**src/rtl/johnson_pkg.sv**
```systemverilog
// -----------------------------------------------------------------------------
// johnson_pkg
// Shared definitions for the Johnson-code decoder:
//   - johnson_state_e : decoder FSM states (UNLOCKED / LOCKED)
//   - seq_len()       : number of codes in a WIDTH-bit Johnson sequence
//   - idx_w()         : bit width needed to hold an index into that sequence
//   - idx_inc/idx_dec : modulo-SEQ_LEN step of an index (SEQ_LEN need not be
//                       a power of two, so plain wrap-around is not enough)
// -----------------------------------------------------------------------------
package johnson_pkg;

    typedef enum logic [0:0] {
        UNLOCKED = 1'b0,
        LOCKED   = 1'b1
    } johnson_state_e;

    function automatic int unsigned seq_len(input int unsigned width);
        return 32'd2 * width;
    endfunction

    function automatic int unsigned idx_w(input int unsigned width);
        return (seq_len(width) > 32'd1) ? $clog2(seq_len(width)) : 32'd1;
    endfunction

    function automatic int unsigned idx_inc(input int unsigned idx, input int unsigned n);
        return (idx >= n - 32'd1) ? 32'd0 : idx + 32'd1;
    endfunction

    function automatic int unsigned idx_dec(input int unsigned idx, input int unsigned n);
        return (idx == 32'd0) ? n - 32'd1 : idx - 32'd1;
    endfunction

endpackage

```
**src/rtl/johnson_index.sv**
```systemverilog
// -----------------------------------------------------------------------------
// johnson_index
// Purely combinational Johnson code classifier.
// Ports:
//   code_in   [WIDTH-1:0] : code under test
//   valid_o               : 1 when code_in is one of the SEQ_LEN legal codes
//   idx_o     [IDX_W-1:0] : index of the matching code (0 when not valid)
// -----------------------------------------------------------------------------
module johnson_index
    import johnson_pkg::*;
#(
    parameter int unsigned WIDTH = 4,
    localparam int unsigned SEQ_LEN = seq_len(WIDTH),
    localparam int unsigned IDX_W   = idx_w(WIDTH)
) (
    input  logic [WIDTH-1:0] code_in,
    output logic             valid_o,
    output logic [IDX_W-1:0] idx_o
);

    localparam logic [WIDTH-1:0] ONES = '1;

    logic [WIDTH-1:0] legal_s;

    // Compare the input against every legal code. Indices 0..WIDTH fill ones
    // from the LSB; indices above WIDTH clear ones from the LSB again.
    always_comb begin
        valid_o = 1'b0;
        idx_o   = '0;
        legal_s = '0;
        for (int k = 0; k < int'(SEQ_LEN); k++) begin
            if (k <= int'(WIDTH)) begin
                legal_s = ONES >> (int'(WIDTH) - k);
            end else begin
                legal_s = ONES << (k - int'(WIDTH));
            end
            if (code_in == legal_s) begin
                valid_o = 1'b1;
                idx_o   = IDX_W'(k);
            end else begin
                valid_o = valid_o;
            end
        end
    end

endmodule

```
**src/rtl/johnson_decoder.sv**
```systemverilog
// -----------------------------------------------------------------------------
// johnson_decoder
// Samples a WIDTH-bit Johnson code, decodes it to a binary index and classifies
// each qualified sample as forward step, backward step, hold or error.
// Optional feature macro: JOHNSON_DEC_POS_EN (net signed position counter).
// Ports:
//   clk, reset (sync, active-high)
//   sample_en  : qualifies code_in
//   code_in    : Johnson code under test
//   clr_err    : clears err_count / err_sticky (a simultaneous error wins)
//   index_out  : last valid decoded index
//   code_valid : last sample was legal
//   locked     : FSM is LOCKED
//   step_fwd / step_bwd / trans_err : one-cycle pulses
//   err_sticky, err_count : error statistics (count saturates)
//   pos_count  : net step count (0 unless JOHNSON_DEC_POS_EN is defined)
// -----------------------------------------------------------------------------
module johnson_decoder
    import johnson_pkg::*;
#(
    parameter int unsigned WIDTH     = 4,
    parameter int unsigned ERR_CNT_W = 8,
    parameter int unsigned POS_W     = 16,
    localparam int unsigned SEQ_LEN  = seq_len(WIDTH),
    localparam int unsigned IDX_W    = idx_w(WIDTH)
) (
    input  logic                 clk,
    input  logic                 reset,
    input  logic                 sample_en,
    input  logic [WIDTH-1:0]     code_in,
    input  logic                 clr_err,
    output logic [IDX_W-1:0]     index_out,
    output logic                 code_valid,
    output logic                 locked,
    output logic                 step_fwd,
    output logic                 step_bwd,
    output logic                 trans_err,
    output logic                 err_sticky,
    output logic [ERR_CNT_W-1:0] err_count,
    output logic [POS_W-1:0]     pos_count
);

    johnson_state_e       state_q, state_d;
    logic [IDX_W-1:0]     index_q, index_d;
    logic                 valid_q, valid_d;
    logic                 fwd_q, fwd_d;
    logic                 bwd_q, bwd_d;
    logic                 err_q, err_d;
    logic                 sticky_q, sticky_d;
    logic [ERR_CNT_W-1:0] cnt_q, cnt_d;

    logic                 code_ok_s;
    logic [IDX_W-1:0]     idx_s;
    logic [IDX_W-1:0]     prev_inc_s;
    logic [IDX_W-1:0]     prev_dec_s;

    johnson_index #(
        .WIDTH (WIDTH)
    ) u_index (
        .code_in (code_in),
        .valid_o (code_ok_s),
        .idx_o   (idx_s)
    );

    assign prev_inc_s = IDX_W'(idx_inc(32'(index_q), SEQ_LEN));
    assign prev_dec_s = IDX_W'(idx_dec(32'(index_q), SEQ_LEN));

    // FSM next state, decoded index and step/error pulses.
    always_comb begin
        state_d = state_q;
        index_d = index_q;
        valid_d = valid_q;
        fwd_d   = 1'b0;
        bwd_d   = 1'b0;
        err_d   = 1'b0;
        if (sample_en) begin
            valid_d = code_ok_s;
            case (state_q)
                UNLOCKED: begin
                    if (code_ok_s) begin
                        index_d = idx_s;
                        state_d = LOCKED;
                    end else begin
                        err_d = 1'b1;
                    end
                end
                LOCKED: begin
                    if (code_ok_s) begin
                        // Any legal code is adopted; a jump just resyncs.
                        index_d = idx_s;
                        if (idx_s == index_q) begin
                            fwd_d = 1'b0;
                        end else if (idx_s == prev_inc_s) begin
                            fwd_d = 1'b1;
                        end else if (idx_s == prev_dec_s) begin
                            bwd_d = 1'b1;
                        end else begin
                            err_d = 1'b1;
                        end
                    end else begin
                        // Index holds so the last good position stays visible.
                        err_d   = 1'b1;
                        state_d = UNLOCKED;
                    end
                end
                default: begin
                    state_d = UNLOCKED;
                end
            endcase
        end else begin
            state_d = state_q;
        end
    end

    // Error statistics: a new error overrides a simultaneous clear.
    always_comb begin
        sticky_d = sticky_q;
        cnt_d    = cnt_q;
        if (err_d) begin
            sticky_d = 1'b1;
            if (clr_err) begin
                cnt_d = ERR_CNT_W'(1);
            end else if (cnt_q != {ERR_CNT_W{1'b1}}) begin
                cnt_d = cnt_q + ERR_CNT_W'(1);
            end else begin
                cnt_d = cnt_q;
            end
        end else if (clr_err) begin
            sticky_d = 1'b0;
            cnt_d    = '0;
        end else begin
            sticky_d = sticky_q;
        end
    end

    // State and output registers.
    always_ff @(posedge clk) begin
        if (reset) begin
            state_q  <= UNLOCKED;
            index_q  <= '0;
            valid_q  <= 1'b0;
            fwd_q    <= 1'b0;
            bwd_q    <= 1'b0;
            err_q    <= 1'b0;
            sticky_q <= 1'b0;
            cnt_q    <= '0;
        end else begin
            state_q  <= state_d;
            index_q  <= index_d;
            valid_q  <= valid_d;
            fwd_q    <= fwd_d;
            bwd_q    <= bwd_d;
            err_q    <= err_d;
            sticky_q <= sticky_d;
            cnt_q    <= cnt_d;
        end
    end

`ifdef JOHNSON_DEC_POS_EN
    logic [POS_W-1:0] pos_q, pos_d;

    // Net position follows the step pulses; clr_err does not touch it.
    always_comb begin
        if (fwd_d) begin
            pos_d = pos_q + POS_W'(1);
        end else if (bwd_d) begin
            pos_d = pos_q - POS_W'(1);
        end else begin
            pos_d = pos_q;
        end
    end

    // Position register.
    always_ff @(posedge clk) begin
        if (reset) begin
            pos_q <= '0;
        end else begin
            pos_q <= pos_d;
        end
    end

    assign pos_count = pos_q;
`else
    assign pos_count = '0;
`endif

    assign index_out  = index_q;
    assign code_valid = valid_q;
    assign locked     = (state_q == LOCKED);
    assign step_fwd   = fwd_q;
    assign step_bwd   = bwd_q;
    assign trans_err  = err_q;
    assign err_sticky = sticky_q;
    assign err_count  = cnt_q;

endmodule

```
**config.mk**
```make
export PLATFORM = sky130hd
export DESIGN_NAME = johnson_decoder
export DESIGN_NICKNAME = d
export VERILOG_FILES = /design/src/rtl/johnson_pkg.sv /design/src/rtl/johnson_index.sv /design/src/rtl/johnson_decoder.sv
export SDC_FILE = /design/constraint.sdc
export NUM_CORES = 1
export LEC_CHECK = 0
export ABC_CLOCK_PERIOD_IN_PS = 3600
export CORE_MARGIN = 3
export CORE_UTILIZATION = 35
export CTS_CLUSTER_SIZE = 20
export DETAILED_ROUTE_END_ITERATION = 16
export PLACE_DENSITY = 0.65
export SLEW_MARGIN = 15
export SYNTH_ARGS = -nofsm -noshare
export SYNTH_HDL_FRONTEND = slang
export SYNTH_SLANG_ARGS = --single-unit
```
**constraint.sdc**
```tcl
create_clock -name clk -period 3.6 [get_ports clk]
set_input_delay 0.72 -clock clk [delete_from_list [all_inputs] [get_ports clk]]
set_output_delay 0.72 -clock clk [all_outputs]
set_load 0.01 [all_outputs]
```
==> flow_metrics.py, run 1 <==
metrics = {
    "outcome": {
        "status": "finished clean",
    },
    "power_and_ir_drop": {
        "vdd_ir_drop_max_mv": 0.0888,
        "power_density_nw_per_um2": 299,
        "netSwitchingFraction_pct": 29.2,
        "p_leak_uw": 0.000598,
        "clkPwrFrac_pct": 35.4,
        "p_switching_uw": 134,
        "seq_power_share_pct": 41.5,
        "power.internal_uw": 323,
        "pwr-share-comb_pct": 23.2,
    },
    "placement": {
        "port_buffers": 24,
        "dp_hpwl_um": 2240,
        "gp_congestion": 0.932,
        "preCtsSetupSlack_ns": 0.241,
    },
    "critical_path": {
        "slowest_delay_ns": 0.75,
        "start_kind": "input port",
        "cp_cell_sequence": "clkdlybuf4s50_1, and3b_1, and4bb_2, o311a_1, a2111o_1, a21oi_4, nand4_1, mux2i_1",
        "crit_arrival_ns": 3.25,
        "end_kind": "flop",
        "critPathKind": "input port to flop",
        "regToRegEndpoint": "err_count[5]$_SDFFE_PP0P_",
        "required_ns": 3.74,
        "ff2ff_setup_slack_ns": 0.87,
        "cpMaxStageDelayCell": "clkdlybuf4s50_1",
        "critPathMaxFanout": 13,
        "rr_worst_depth": 9,
        "r2r-start": "index_out[0]$_SDFFE_PP0P_",
    },
    "min_path": {
        "hold_class": "flop to flop",
        "min_to": "err_sticky$_SDFFE_PP0P_",
        "holdPathStages": 2,
        "hold_start": "err_sticky$_SDFFE_PP0P_",
    },
    "drt": {
        "drt-initial-drc-count": 66,
        "drt_first_pass_iters": 4,
        "postRouteAntennaNets": 0,
        "vias": 1170,
        "drt-total-wl_um": 2940,
        "routedWlPerCell_um": 13.2,
        "viasPerCell": 5.25,
        "drcViolationCount": 0,
    },
    "logic_synthesis": {
        "synth-edff-count": 0,
        "synth_cell_type_count": 52,
        "synth-seq-area-share_pct": 24.8,
        "synth_top_family_by_area": "simple AND/OR/NAND/NOR gates",
        "synth_compound_gate_area_share_pct": 19.4,
        "synth-seq-cells": 16,
        "synth-adder-area-share_pct": 4.84,
        "synth_ff_type": "dfxtp_1",
        "synth_mux_area_share_pct": 3.88,
        "yosysWarnings": 0,
        "synth-xor-area-share_pct": 3.39,
        "synth-async-reset-ratio_pct": 0,
        "synth-simple-area-share_pct": 28.8,
        "synth.cell_area_sq_um": 1290,
        "postSynthAreaPerCell_sq_um": 8.22,
        "synthesis.instances": 157,
    },
    "floorplanning": {
        "ioPinCount": 41,
        "dieArea_sq_um": 4450,
        "core_area_sq_um": 3440,
        "start_util_pct": 37.5,
        "num_rows": 21,
        "die_h_um": 66.7,
        "die_w_um": 66.7,
    },
    "layout": {
        "syn2layout_area_growth_pct": 18.5,
        "n_fill_cell": 326,
        "nets": 191,
        "antenna_cells": 0,
        "drive_gt1_share_pct": 5.08,
    },
    "clock_tree": {
        "ctsHoldBuffers": 0,
        "root_buffer": "clkbuf_8",
        "cts_sinks": 16,
        "ctsResizeCount": 0,
        "clk_latency_ns": 0.25,
        "cts_tree": "built",
        "cts_made_buffers": 3,
        "cts_max_path_buffers": 2,
        "post_cts_buffers": 0,
        "clkSlewWorstSetupHoldPaths_ns": 0.06,
        "htreeDepth": 1,
    },
    "timing": {
        "drv_slew": 0,
        "rsz0062_at_grt": "no",
        "tightest_slew_ns": 0.588,
        "setup_violations": 0,
        "skew_ns": 0.00142,
        "hold_violations": 0,
        "setup_ws_ns": 0.489,
        "relSlewSlack_pct": 60.8,
        "fmax_mhz": 321,
        "setup_tns_ns": 0,
        "period_minus_slack_ns": 3.11,
        "timing.final.crit_share_pct": 86.4,
    },
    "grt": {
        "grt_overflow": 0,
        "antenna_found_initial": 0,
        "grt_pass1_vias": 1110,
        "grtUsageTotal_pct": 14.5,
        "grt_max_degree": 16,
        "grt_pass1_wl_um": 4950,
    },
    "flow_run": {
        "cap_violations": 0,
    },
}
## synth_stat cells (all sizes together), types with 2 or more instances
library cell	n	area (sq um)
buf	22	166
dfxtp	16	320
nand2	14	52.6
nor2	12	45.0
a21oi	10	61.3
ha	5	62.6
inv	5	18.8
mux2i	5	50.1
nand2b	5	31.3
nand4	5	31.3
or3	5	31.3
a211oi	3	22.5
nand3	3	15.0
xor2	3	26.3
a22oi	2	15.0
a311oi	2	17.5
a31o	2	17.5
and2	2	12.5
and3b	2	17.5
nor3	2	10.0
nor4	2	12.5
nor4b	2	17.5
o21ai	2	10.0
o31ai	2	20.0
xnor2	2	17.5
## area by class of cell
class                           instances  area, sq um  area share, %
Clock buffer                            4         55.1           3.60
Inverter                                5         18.8           1.23
Multi-Input combinational cell        128          838           54.8
Sequential cell                        16          320           20.9
Tap cell                               46         57.6           3.76
Timing Repair Buffer                   24          240           15.7
## worst max-delay path by stage
stage	end	cells after the start	slack [ns]	from
3_5_place_dp	err_count[5]$_SDFFE_PP0P_	8	0.24	code_in[1]
4_1_cts	err_count[5]$_SDFFE_PP0P_	8	0.51	code_in[3]
2_1_floorplan	err_count[6]$_SDFFE_PP0P_	8	1.00	code_in[0]
3_3_place_gp	err_count[6]$_SDFFE_PP0P_	8	0.34	code_in[3]
5_1_grt	err_count[5]$_SDFFE_PP0P_	8	0.33	code_in[3]
6_report	err_count[5]$_SDFFE_PP0P_	8	0.49	code_in[3]
## per-stage QoR
step	hold slack [ns]	power [uW]	utilization (%)	cell area, sq um	std cells
final	0.471	457	44.5	1530	223
after CTS	0.475	462	44.5	1530	223
after global placement	0.461	295	42.9	1480	219
after global routing	0.529	483	44.5	1530	223
after detailed placement	0.467	298	42.9	1480	219
after floorplan	0.493	279	-	1350	172
## state kept, by name (all words and copies together) (netlist names)
| name | cells |
|---|---|
| err_count | 8 |
| index_out | 3 |
| err_sticky | 1 |
| locked | 1 |
| step_bwd | 1 |
| step_fwd | 1 |
| trans_err | 1 |
## per-layer routing
layer	vias to the layer above	GRT usage, %	wire [um]
li1	581	-	-
met1	534	17.4	1240
met2	50	24.3	1450
met3	5	3.04	202
met4	0	6.85	47
met5	-	0	0
## worst max-delay path, delay by kind of cell
kind	cells	cell delay, ns
AOI/OAI and AO/OA	3	0.98
muxes	1	0.15
and+or+nand+nor	3	0.65
buffers and inverters	1	0.75
## kinds of logic (layout without fill, tap and decap cells)
logic type                 after synthesis  in the layout
AOI/OAI and AO/OA                       32             32
xor gates and xnor gates                 5              5
adders and majority gates                5              5
buffers and inverters                   28             33
DFF                                     16             16
muxes                                    5              5
other                                    1             16
and+or+nand+nor                         65             65
## power by group through the flow
| stage | logic, uW | clock network, uW | registers [uW] |
|---|---|---|---|
| 2_1_floorplan | 86.4 | 0 | 193 |
| 3_3_place_gp | 102 | 0 | 193 |
| 3_5_place_dp | 105 | 0 | 193 |
| 4_1_cts | 105 | 168 | 189 |
| 5_1_grt | 118 | 175 | 190 |
| 6_report | 106 | 162 | 189 |
## cell usage in the layout (no fill, tap or decap), types with 2 or more instances in the layout
cell type	Yosys	layout
or3_1	5	5
ha_1	5	5
nor4_1	2	2
nor4b_1	2	2
nor2_1	12	12
conb_1	1	16
a311oi_1	2	2
mux2i_1	5	5
o21ai_0	2	2
a31o_1	2	2
nand2_1	14	14
inv_1	5	5
dfxtp_1	16	16
a211oi_1	3	3
clkbuf_8	0	4
xor2_1	3	3
and3b_1	2	2
nand2b_1	5	5
xnor2_1	2	2
clkdlybuf4s50_1	0	24
nand3_1	3	3
nand4_1	5	5
a21oi_1	9	9
a22oi_1	2	2
nor3_1	2	2
Power figures use the tool's default switching activity.
==> run 2: changes to the inputs <==
- GPL_ROUTABILITY_DRIVEN: default -> 0
- PLACE_DENSITY: 0.65 -> default
- PLACE_DENSITY_LB_ADDON: default -> 0.1
==> flow_metrics.py, run 2 (synthesis gave the netlist of run 1 again) <==
metrics = {
    "outcome": {
        "status": "finished clean",
    },
    "drt": {
        "drt-total-wl_um": 2910,
        "viasPerCell": 5.35,
        "drt-initial-drc-count": 62,
        "drt_first_pass_iters": 4,
        "vias": 1187,
        "routedWlPerCell_um": 13.1,
        "postRouteAntennaNets": 0,
        "drcViolationCount": 0,
    },
    "timing": {
        "fmax_mhz": 319,
        "rsz0062_at_grt": "no",
        "drv_slew": 0,
        "relSlewSlack_pct": 57.3,
        "timing.final.crit_share_pct": 87.1,
        "setup_violations": 0,
        "hold_violations": 0,
        "setup_ws_ns": 0.464,
        "setup_tns_ns": 0,
        "skew_ns": 0.00248,
        "period_minus_slack_ns": 3.14,
        "tightest_slew_ns": 0.640,
        "worst_hold_slack_ns": 0.475,
    },
    "layout": {
        "drive_gt1_share_pct": 4.55,
        "nets": 191,
        "layout_common_cells": "clkdlybuf4s50_1, conb_1, dfxtp_1",
        "syn2layout_area_growth_pct": 17.4,
        "antenna_cells": 0,
        "seq_area_sq_um": 320,
        "stdcell_count": 222,
        "largest_reg_flops": 8,
        "multiInputGateArea_sq_um": 838,
        "postLayoutCoreUtil_pct": 44.1,
        "n_fill_cell": 344,
        "final_common_cell": "clkdlybuf4s50_1",
    },
    "clock_tree": {
        "root_buffer": "clkbuf_8",
        "clk_latency_ns": 0.25,
        "cts_sinks": 16,
        "cts_tree": "built",
        "ctsHoldBuffers": 0,
        "post_cts_buffers": 0,
        "clkSlewWorstSetupHoldPaths_ns": 0.06,
        "ctsResizeCount": 0,
        "cts_max_path_buffers": 2,
        "htreeDepth": 1,
        "cts_made_buffers": 3,
    },
    "critical_path": {
        "end_kind": "flop",
        "critPathKind": "input port to flop",
        "start_kind": "input port",
        "r2r-start": "index_out[1]$_SDFFE_PP0P_",
        "required_ns": 3.79,
        "critPathMaxFanout": 13,
        "ff2ff_setup_slack_ns": 0.84,
        "regToRegEndpoint": "err_count[6]$_SDFFE_PP0P_",
        "rr_worst_depth": 9,
        "crit_arrival_ns": 3.33,
    },
    "grt": {
        "antenna_found_initial": 0,
        "grt_pass1_vias": 1021,
        "grt_overflow": 0,
        "grt_max_degree": 16,
        "grtUsageTotal_pct": 13.8,
        "grt_pass1_wl_um": 4820,
    },
    "floorplanning": {
        "dieArea_sq_um": 4450,
        "die_h_um": 66.7,
        "core_area_sq_um": 3440,
        "num_rows": 21,
        "start_util_pct": 37.5,
        "die_w_um": 66.7,
        "ioPinCount": 41,
    },
    "placement": {
        "port_buffers": 24,
        "preCtsSetupSlack_ns": 0.233,
        "dp_hpwl_um": 2210,
        "dp.cells": 219,
    },
    "flow_run": {
        "cap_violations": 0,
    },
    "min_path": {
        "holdPathStages": 2,
        "hold_start": "err_sticky$_SDFFE_PP0P_",
        "min_to": "err_sticky$_SDFFE_PP0P_",
        "hold_class": "flop to flop",
    },
    "power_and_ir_drop": {
        "power_density_nw_per_um2": 282,
        "p_leak_uw": 0.000591,
        "vdd_ir_drop_max_mv": 0.105,
    },
}
[run 2: changes by cell type in the layout (fill, tap and decap cells not counted)]
cell,delta
clkbuf_8,-1
[run 2: how the worst max path moves through the flow]
stage | from | endpoint | slack [ns]
6_report | code_in[3] | err_count[6]$_SDFFE_PP0P_ | 0.46
5_1_grt | code_in[1] | err_count[4]$_SDFFE_PP0P_ | 0.28
4_1_cts | code_in[3] | err_count[6]$_SDFFE_PP0P_ | 0.49
3_5_place_dp | code_in[3] | err_count[6]$_SDFFE_PP0P_ | 0.23
3_3_place_gp | code_in[3] | err_count[6]$_SDFFE_PP0P_ | 0.28
2_1_floorplan | code_in[0] | err_count[6]$_SDFFE_PP0P_ | 1.00
[run 2: critical path: stages]
cell and delay, ns:
clkdlybuf4s50_1 0.74, and3b_1 0.26, and4bb_2 0.25, o311a_1 0.30, a2111o_1 0.42, a21bo_1 0.29
o31ai_2 0.18, o211a_1 0.16
[run 2: area by class of cell]
type	count	share of cell area, %
well taps	46	3.80
clock buffers	3	2.72
multi-input cells	128	55.3
repair buffers	24	15.8
inverters	5	1.24
flip-flops and latches	16	21.1
[run 2: per-stage QoR]
step | total power, uW | instance area [sq um]
detailed placement | 298 | 1480
CTS | 431 | 1520
floorplan | 279 | 1350
global placement | 298 | 1480
global route | 452 | 1520
finish | 427 | 1520
[run 2: power breakdown]
| part | internal, uW | switching, uW | leakage, uW |
|---|---|---|---|
| clock network | 74.1 | 57.7 | 0.0000216 |
| logic | 44.2 | 62.3 | 0.000440 |
| registers | 182 | 7.09 | 0.000130 |
[run 2: layer usage]
layer | global-route usage, % | share of wire (%) | vias up
met5 | 0 | 0 | -
met4 | 4.57 | 1.2 | 0
met3 | 2.19 | 7.6 | 4
met2 | 21.0 | 44 | 52
met1 | 19.7 | 48 | 545
li1 | - | - | 586
